## src/rtl/fetch_pkg.sv

```systemverilog
// Shared definitions for the instruction-fetch slice: reset PC, ROM geometry,
// fetch state encoding and the queue entry layout.
package fetch_pkg;

    localparam logic [31:0] RESET_PC  = 32'h0000_0000;
    localparam int          ROM_AW    = 8;
    localparam int          ROM_DEPTH = 110;
    localparam int          DBG_MAXW  = 2;
    localparam logic [31:0] NOP       = 32'h0000_0000;

    typedef enum logic {
        RUN       = 1'b0,
        ADEL_HOLD = 1'b1
    } fetch_state_t;

    typedef struct packed {
        logic [31:0] pc;
        logic [31:0] inst;
        logic        adel;
    } fetch_entry_t;

endpackage

```

## src/rtl/fetch_buf2.sv

```systemverilog
// Two-entry FIFO between fetch and decode. slot0 is always the head, so the
// decode-facing outputs come straight from a register.
module fetch_buf2
    import fetch_pkg::*;
(
    input  logic         clk,
    input  logic         rst,
    input  logic         push,
    input  logic         pop,
    input  logic         flush,
    input  fetch_entry_t din,
    output fetch_entry_t head,
    output logic         full,
    output logic         empty
);

    fetch_entry_t slot0, slot1;
    logic [1:0]   count;
    logic         do_pop, do_push;

    assign do_pop  = pop & (count != 2'd0);
    assign do_push = push & ((count != 2'd2) | do_pop);

    always_ff @(posedge clk) begin
        if (rst) begin
            slot0 <= '0;
            slot1 <= '0;
            count <= 2'd0;
        end else if (flush) begin
            count <= 2'd0;
        end else begin
            case ({do_push, do_pop})
                2'b10: begin
                    if (count == 2'd0) slot0 <= din;
                    else               slot1 <= din;
                    count <= count + 2'd1;
                end
                2'b01: begin
                    slot0 <= slot1;
                    count <= count - 2'd1;
                end
                // Simultaneous push and pop keeps the count; new data lands behind the survivor.
                2'b11: begin
                    if (count == 2'd1) begin
                        slot0 <= din;
                    end else begin
                        slot0 <= slot1;
                        slot1 <= din;
                    end
                end
                default: ;
            endcase
        end
    end

    assign head  = slot0;
    assign full  = (count == 2'd2);
    assign empty = (count == 2'd0);

endmodule

```

## src/rtl/inst_fetch_ctrl.sv

```systemverilog
// Instruction-fetch sequencer: owns the PC, applies redirects, queues fetched
// words for decode and shares the ROM port with a debug reader.
module inst_fetch_ctrl #(
    parameter logic [31:0] RESET_PC = fetch_pkg::RESET_PC,
    parameter int          ROM_AW   = fetch_pkg::ROM_AW,
    parameter int          DBG_MAXW = fetch_pkg::DBG_MAXW
) (
    input  logic              clk,
    input  logic              rst,
    output logic [ROM_AW-1:0] rom_addr,
    input  logic [31:0]       rom_inst,
    input  logic              redirect_vld,
    input  logic [31:0]       redirect_pc,
    output logic              id_valid,
    input  logic              id_ready,
    output logic [31:0]       id_inst,
    output logic [31:0]       id_pc,
    output logic              id_adel,
    output logic [31:0]       fetch_pc,
    input  logic              dbg_req,
    input  logic [ROM_AW-1:0] dbg_addr,
    output logic              dbg_ack,
    output logic [31:0]       dbg_inst
);
    import fetch_pkg::*;

    localparam int                WAIT_W   = $clog2(DBG_MAXW + 2);
    localparam logic [WAIT_W-1:0] WAIT_MAX = WAIT_W'(DBG_MAXW);

    fetch_state_t      state, state_nxt;
    logic [31:0]       pc, pc_nxt;
    logic [WAIT_W-1:0] dbg_wait, dbg_wait_nxt;
    logic              fetch_want, fetch_grant, dbg_pending, dbg_grant;
    logic              pop, push, full, empty, adel_fetch;
    fetch_entry_t      push_entry, head;

    // Debug normally takes idle ROM cycles, but steals one once it has waited DBG_MAXW cycles.
    assign pop         = id_valid & id_ready;
    assign fetch_want  = (state == RUN) && (!full || pop);
    assign dbg_pending = dbg_req & ~dbg_ack;
    assign dbg_grant   = dbg_pending && (!fetch_want || (dbg_wait == WAIT_MAX));
    assign fetch_grant = fetch_want & ~dbg_grant;
    assign push        = fetch_grant & ~redirect_vld;
    assign adel_fetch  = (pc[1:0] != 2'b00);
    assign rom_addr    = dbg_grant ? dbg_addr : pc[ROM_AW+1:2];
    assign push_entry  = '{pc: pc, inst: (adel_fetch ? NOP : rom_inst), adel: adel_fetch};

    always_comb begin
        state_nxt    = state;
        pc_nxt       = pc;
        dbg_wait_nxt = dbg_wait;
        if (dbg_grant)        dbg_wait_nxt = '0;
        else if (dbg_pending) dbg_wait_nxt = dbg_wait + 1'b1;
        if (redirect_vld) begin
            pc_nxt    = redirect_pc;
            state_nxt = RUN;
        end else if (fetch_grant) begin
            // A misaligned PC produces a single error entry and then parks until redirected.
            if (adel_fetch) state_nxt = ADEL_HOLD;
            else            pc_nxt    = pc + 32'd4;
        end
    end

    always_ff @(posedge clk) begin
        if (rst) begin
            state    <= RUN;
            pc       <= RESET_PC;
            dbg_wait <= '0;
            dbg_ack  <= 1'b0;
            dbg_inst <= '0;
        end else begin
            state    <= state_nxt;
            pc       <= pc_nxt;
            dbg_wait <= dbg_wait_nxt;
            dbg_ack  <= dbg_grant;
            if (dbg_grant) dbg_inst <= rom_inst;
        end
    end

    fetch_buf2 u_buf (
        .clk   (clk),
        .rst   (rst),
        .push  (push),
        .pop   (pop),
        .flush (redirect_vld),
        .din   (push_entry),
        .head  (head),
        .full  (full),
        .empty (empty)
    );

    assign id_valid = ~empty;
    assign id_inst  = head.inst;
    assign id_pc    = head.pc;
    assign id_adel  = head.adel;
    assign fetch_pc = pc;

endmodule

```

## config.mk

```make
export PLATFORM = sky130hd
export DESIGN_NAME = inst_fetch_ctrl
export DESIGN_NICKNAME = d
export VERILOG_FILES = /design/src/rtl/fetch_pkg.sv /design/src/rtl/fetch_buf2.sv /design/src/rtl/inst_fetch_ctrl.sv
export SDC_FILE = /design/constraint.sdc
export NUM_CORES = 1
export LEC_CHECK = 0
export CAP_MARGIN = 20
export CORE_UTILIZATION = 46
export CTS_BUF_LIST = sky130_fd_sc_hd__clkbuf_16
export CTS_CLUSTER_DIAMETER = 200
export DETAILED_ROUTE_END_ITERATION = 6
export GPL_TIMING_DRIVEN = 0
export PLACE_DENSITY = 0.82
export SLEW_MARGIN = 20
export SYNTH_ARGS = -nofsm -noshare
export SYNTH_HDL_FRONTEND = slang
export SYNTH_SLANG_ARGS = --single-unit
export TNS_END_PERCENT = 5
```

## constraint.sdc

```tcl
create_clock -name clk -period 3.5 [get_ports clk]
set_input_delay 0.875 -clock clk [delete_from_list [all_inputs] [get_ports clk]]
set_output_delay 0.875 -clock clk [all_outputs]
set_load 0.02 [all_outputs]
```

# ---- Word level (Yosys, flattened, before mapping)
# Index checks and enable logic that the tools add are counted.
dict set report word_totals {
  wordCells 70
  ff_bits 200
  out_inout_bits 139
  input_bits 77
}
dict set report classes {
  add_sub_neg 4
  n_eq_ne 11
  bitwise_logic 12
  muxes 12
  reduce_logical 19
}
# cell count
set ops {}
lappend ops {{$mux 65} 4}
lappend ops {{$pmux 65 s3} 1}
lappend ops {{$pmux 65 s2} 1}
lappend ops {{$mux 32} 4}
lappend ops {{$add 32x3->32 const B} 1}
lappend ops {{$ne 2x2->1 const B} 5}
lappend ops {{$reduce_bool 2->1} 5}
lappend ops {{$eq 2x2->1 const B} 4}
lappend ops {{$mux 8} 1}
lappend ops {{$and 1x1->1} 6}
lappend ops {{$not 1->1} 5}
lappend ops {{$add 2x1->2 const B} 2}
lappend ops {{$eq 2x1->1 const B} 2}
lappend ops {{$pmux 2 s2} 1}
lappend ops {{$reduce_and 2->1} 2}
lappend ops {{$reduce_and 4->1} 1}
lappend ops {{$reduce_or 2->1} 2}
lappend ops {{$reduce_and 3->1} 1}
lappend ops {{$reduce_bool 3->1} 1}
lappend ops {{$logic_and 1x1->1} 2}
lappend ops {{$logic_not 1->1} 2}
lappend ops {{$logic_not 2->1} 1}
lappend ops {{$logic_or 1x1->1} 2}
lappend ops {{$sub 2x1->2 const B} 1}
lappend ops {{$or 1x1->1} 1}

# ---- Longest topological paths before layout
dict set report depth {
  word_depth 15
  mapped_depth 14
}

# ---- By module
# A second synthesis with hierarchy kept.
dict set report unflattened {
  cells_unflattened 1136
  hier_area_um2 8768.4
}
# mod n_inst cells_each area_each_um2 seq_area_each_um2
set modules_own_cells {}
lappend modules_own_cells {fetch_buf2 1 670 5230.0 2642.5}
lappend modules_own_cells {inst_fetch_ctrl 1 466 3538.4 1361.3}

# ---- Worst setup path before layout
# Ideal clock, no wire load.
dict set report synth_path {
  kind {input -> register}
  start {input redirect_vld}
  end {register u_buf.slot1[10] (netlist name)}
  arrival_time_ps 2986
  required_time_ps 3430
  path_stages 11
  slack_ps 444
  n_path_buf 4
  setup_time_ps 70
  cell_sequence {clkbuf_1 > clkinv_1 > clkbuf_1 > and3_1 > ha_1 > a21oi_1 > o211a_1 > buf_2 > buf_1 > nand3_1 > a21oi_1}
}
dict set report synth_between {
  elab_chain_cells 6
}
# element line
set synth_lines {}
lappend synth_lines {{start: declaration} inst_fetch_ctrl.sv:12} ;# input logic redirect_vld,
lappend synth_lines {{$not 1->1 (no line) *} --}
lappend synth_lines {{$and 1x1->1} inst_fetch_ctrl.sv:43} ;# assign push = fetch_grant & ~redirect_vld;
lappend synth_lines {{$and 1x1->1} fetch_buf2.sv:22} ;# assign do_push = push & ((count != 2'd2) | do_pop);
lappend synth_lines {{$eq 2x2->1} fetch_buf2.sv:32} ;# case ({do_push, do_pop})
lappend synth_lines {{$ne 2x2->1 (no line) or $reduce_bool 2->1 (tied branches)} --}
lappend synth_lines {{$reduce_and 4->1 (no line)} --}
lappend synth_lines {{end signal: assignment} fetch_buf2.sv:35} ;# else slot1 <= din;
lappend synth_lines {{end signal: assignment} fetch_buf2.sv:48} ;# slot1 <= din;
lappend synth_lines {{end: declaration} fetch_buf2.sv:17} ;# fetch_entry_t slot0, slot1;
# Every way passes the cells marked *; elsewhere a longest branch is shown, timed or not.
# A chain may end at the register's enable or synchronous reset.

# ---- Worst setup path after layout
dict set report layout_path {
  start {input id_ready}
  end {output rom_addr[0]}
}
dict set report layout_between {
  elab_chain_cells 7
}
# element line
set layout_lines {}
lappend layout_lines {{start: declaration} inst_fetch_ctrl.sv:15} ;# input logic id_ready,
lappend layout_lines {{$and 1x1->1} inst_fetch_ctrl.sv:38} ;# assign pop = id_valid & id_ready;
lappend layout_lines {{$logic_or 1x1->1} inst_fetch_ctrl.sv:39} ;# assign fetch_want = (state == RUN) && (!full || pop);
lappend layout_lines {{$logic_and 1x1->1} inst_fetch_ctrl.sv:39}
lappend layout_lines {{$logic_not 1->1} inst_fetch_ctrl.sv:41} ;# assign dbg_grant = dbg_pending && (!fetch_want || (dbg_wait == WAIT_MAX));
lappend layout_lines {{$logic_or 1x1->1} inst_fetch_ctrl.sv:41}
lappend layout_lines {{$logic_and 1x1->1} inst_fetch_ctrl.sv:41}
lappend layout_lines {{$mux 8} inst_fetch_ctrl.sv:45} ;# assign rom_addr = dbg_grant ? dbg_addr : pc[ROM_AW+1:2];
lappend layout_lines {{end: declaration} inst_fetch_ctrl.sv:10} ;# output logic [ROM_AW-1:0] rom_addr,
# Every way passes these cells.

==> results.sh <==
export IMPL_status="finished clean"
export IMPL_hold_slack_ns=0.4523
export IMPL_die_y_um=139.7
export IMPL_drv_cap=0
export IMPL_max_stage_delay_ns=0.53
export IMPL_initial_utilization_pct=46.81
export IMPL_clkTransAtPathRegs_ns=0.07
export IMPL_drt_iter0_drc=797
export IMPL_end_kind="primary output"
export IMPL_syn2layout_area_growth_pct=35.15
export IMPL_power_leakage_nw=4.157
export IMPL_nets=1379
export IMPL_holdBufCountCts=0
export IMPL_gp_congestion=0.8857
export IMPL_synth_common_cells="dfxtp_1 (200), nand2_1 (199), a21oi_1 (103)"
export IMPL_fmaxAchievable_ghz=0.2876
export IMPL_synth_edff_count=0
export IMPL_fin_tns_setup_ns=0
export IMPL_io_pins=216
export IMPL_portBuffers=213
export IMPL_core_um2=18640
export IMPL_drc=0
export IMPL_clock_sinks=200
export IMPL_required_ns=2.62
export IMPL_report_final_hold_viol_count=0
export IMPL_cp_cell_sequence="clkdlybuf4s50_1 -> nand2_2 -> inv_4 -> o21ai_1 -> o21ai_2 -> clkbuf_8 -> nand2_1 -> nand2_1 -> clkdlybuf4s15_1"
export IMPL_worstPathMaxFanout=10
export IMPL_rows=50
export IMPL_synth_seq_cells=200
export IMPL_cts_root_buf="clkbuf_16"
export IMPL_hpwl_um=19790
export IMPL_cts_max_level=4
export IMPL_overflow=0
export IMPL_drv_slew=0
export IMPL_diodes=0
export IMPL_clockBufferDepth=2
export IMPL_cp_common_cell="nand2_1"
export IMPL_die_w_um=139.7
export IMPL_syn_num_nets=1144
export IMPL_ys_types=56
export IMPL_arrival_ns=2.60
export IMPL_final_antenna_net_count=0
export IMPL_yosysMostFrequentCell="dfxtp_1"
export IMPL_yosysTopAreaCellShare_pct=45.88
export IMPL_clock_skew_ns=0.008492
export IMPL_fin_crit_sh_pct=99.35
export IMPL_wire_per_inst_um=17.80
export IMPL_n_fill_cell=1551
export IMPL_start_kind="input pin"
export IMPL_dieArea_um2=19520
export IMPL_slew_limit_headroom_pct=55.13
export IMPL_setup_worst_path_class="in -> out"
export IMPL_antenna_found_initial=0
export IMPL_period_minus_slack_ns=3.477
export IMPL_place_ws_ns=-0.8740
export IMPL_tightest_slew_ns=0.6730
export IMPL_power_mw=6.413
export IMPL_layout_setup_ws_ns=0.02282
export IMPL_critPathSlowestCell="clkdlybuf4s50_1"
export IMPL_synth_main_ff_cell="dfxtp_1"
export IMPL_cts_tree="yes"
export IMPL_min_path_type="reg -> reg"
export IMPL_yosysSeqAreaShare_pct=45.88
export IMPL_synthCells=1059
export IMPL_powerDensity_nw_per_um2=543.8
export IMPL_yosysTopAreaCell="dfxtp_1"
export IMPL_netlist_area_um2=8726
export IMPL_grt_pass1_wl_um=42870
export IMPL_avgViaCountPerCell=5.713
export IMPL_cp_top_family="buffers and inverters"
export IMPL_vias=8803
export IMPL_rsz0062_at_grt="true"
export IMPL_wirelength_um=27430
export IMPL_ys_top_cells_by_area="dfxtp_1 (46%), nand2_1 (8.6%), a211oi_1 (7.5%)"
export IMPL_gr_usage_all_layers_pct=27.72
export IMPL_clkLatencyLatePin_ns=0.44
export IMPL_yosys_warnings=0
export IMPL_grt_pass1_vias=8292
export IMPL_grt_max_degree=19
export IMPL_finalSetupViolCount=0
export IMPL_async_flop_share_pct=0
export IMPL_avgSynthCellArea_um2=8.240
export IMPL_layout_drive_gt1_share_pct=10.02
export IMPL_worst_path_buf_inv=4
export IMPL_firstDrtPassIters=6
export IMPL_cts_made_buffers=17
export IMPL_peakVddDrop_uv=413.4
state kept, by name, summed over array words and instances (netlist names):
register,count
fetch_pc,32
state,1
dbg_ack,1
dbg_wait,2
dbg_inst,32
u_buf.head,65
u_buf.slot1,65
u_buf.count,2
tightest hold or removal path: cells and delay by family, from the launching register on:
kind,cells,cell delay [ns]
AOI/OAI and AO/OA,1,0.05
and+or+nand+nor,1,0.05
DFF,1,0.31
metal layers:
| metal | up-vias | wire [um] | track usage [%] |
|---|---|---|---|
| met5 | - | 0 | 0 |
| met4 | 0 | 1169 | 14.98 |
| met3 | 80 | 2243 | 5.162 |
| met2 | 437 | 12870 | 44.79 |
| met1 | 4146 | 11140 | 35.02 |
| li1 | 4140 | - | - |
path summary, 6_finish.rpt:
| kind | startpoint | end | slack [ns] | cells after the start |
|---|---|---|---|---|
| hold reg to reg | u_buf.slot1[11] | u_buf.slot1[11] | 0.45 | 2 |
| setup reg to reg | u_buf.count[0] | u_buf.head[9] | 0.38 | 13 |
| setup / recovery | id_ready | rom_addr[0] | 0.02 | 9 |
| hold / removal | u_buf.slot1[11] | u_buf.slot1[11] | 0.45 | 2 |
through the flow:
step	instances	utilization, %	instance area [um2]
after floorplan	1059	-	8726
after global placement	1506	59.81	11150
after detailed placement	1506	59.81	11150
after CTS	1538	63.23	11790
after global routing	1541	63.25	11790
final	1541	63.25	11790
what timing repair did:
item                       CTS  global route
gates cloned                 0             0
pin swaps                    2             2
buffers inserted             1             3
setup endpoints to repair   74           104
resized for setup           25            18
cell type report:
cell class                 instances  area [um2]  area share, %
sequential                       200        4004          33.95
buffer                           124       640.6          5.432
multi-input combinational        719        4054          34.38
clock inverter                    15       183.9          1.560
timing repair buffer             217        2133          18.09
clock buffer                      17       425.4          3.607
tap                              234       292.8          2.483
inverter                          15       58.81         0.4987
cells in the final DEF (no fill, tap or decap), types with 2 or more instances in the layout:
cell	instances
o21ai_0	2
a211oi_1	87
mux2i_1	2
nor4_1	5
clkbuf_2	15
nand3_1	42
bufinv_16	3
a21oi_1	103
clkdlybuf4s50_1	205
a31oi_1	3
nor4_2	9
nand4_1	10
buf_4	37
ha_1	8
o311a_1	2
buf_1	3
nor2_1	102
xor2_1	7
a22oi_1	65
inv_2	2
clkbuf_1	59
or2_2	2
nand2_1	199
o22ai_1	2
inv_1	12
dfxtp_1	200
and2_1	4
nor2b_1	2
clkbuf_16	17
nand2_2	3
clkinv_2	2
and3_1	2
inv_6	7
buf_2	18
and4_1	4
o21bai_1	3
xnor2_1	20
nor3_1	9
power breakdown:
part / leakage, nW / internal, mW / total, mW / switching, mW
sequential: 1.64 / 2.50 / 2.65 / 0.153
combinational: 2.22 / 0.709 / 1.69 / 0.986
clock: 0.299 / 1.14 / 2.07 / 0.928
cell families after synthesis:
logic type / count (synthesis) / share of synthesized area (%)
multiplexers: 2 / 0.2294
adder cells (fa/ha/maj): 8 / 1.147
AO/OA/AOI/OAI: 280 / 21.42
flip-flops: 200 / 45.88
AND/OR/NAND/NOR: 402 / 20.82
buffers and inverters: 140 / 7.786
XOR/XNOR: 27 / 2.710
No activity file was read; power rests on OpenSTA's default activity.
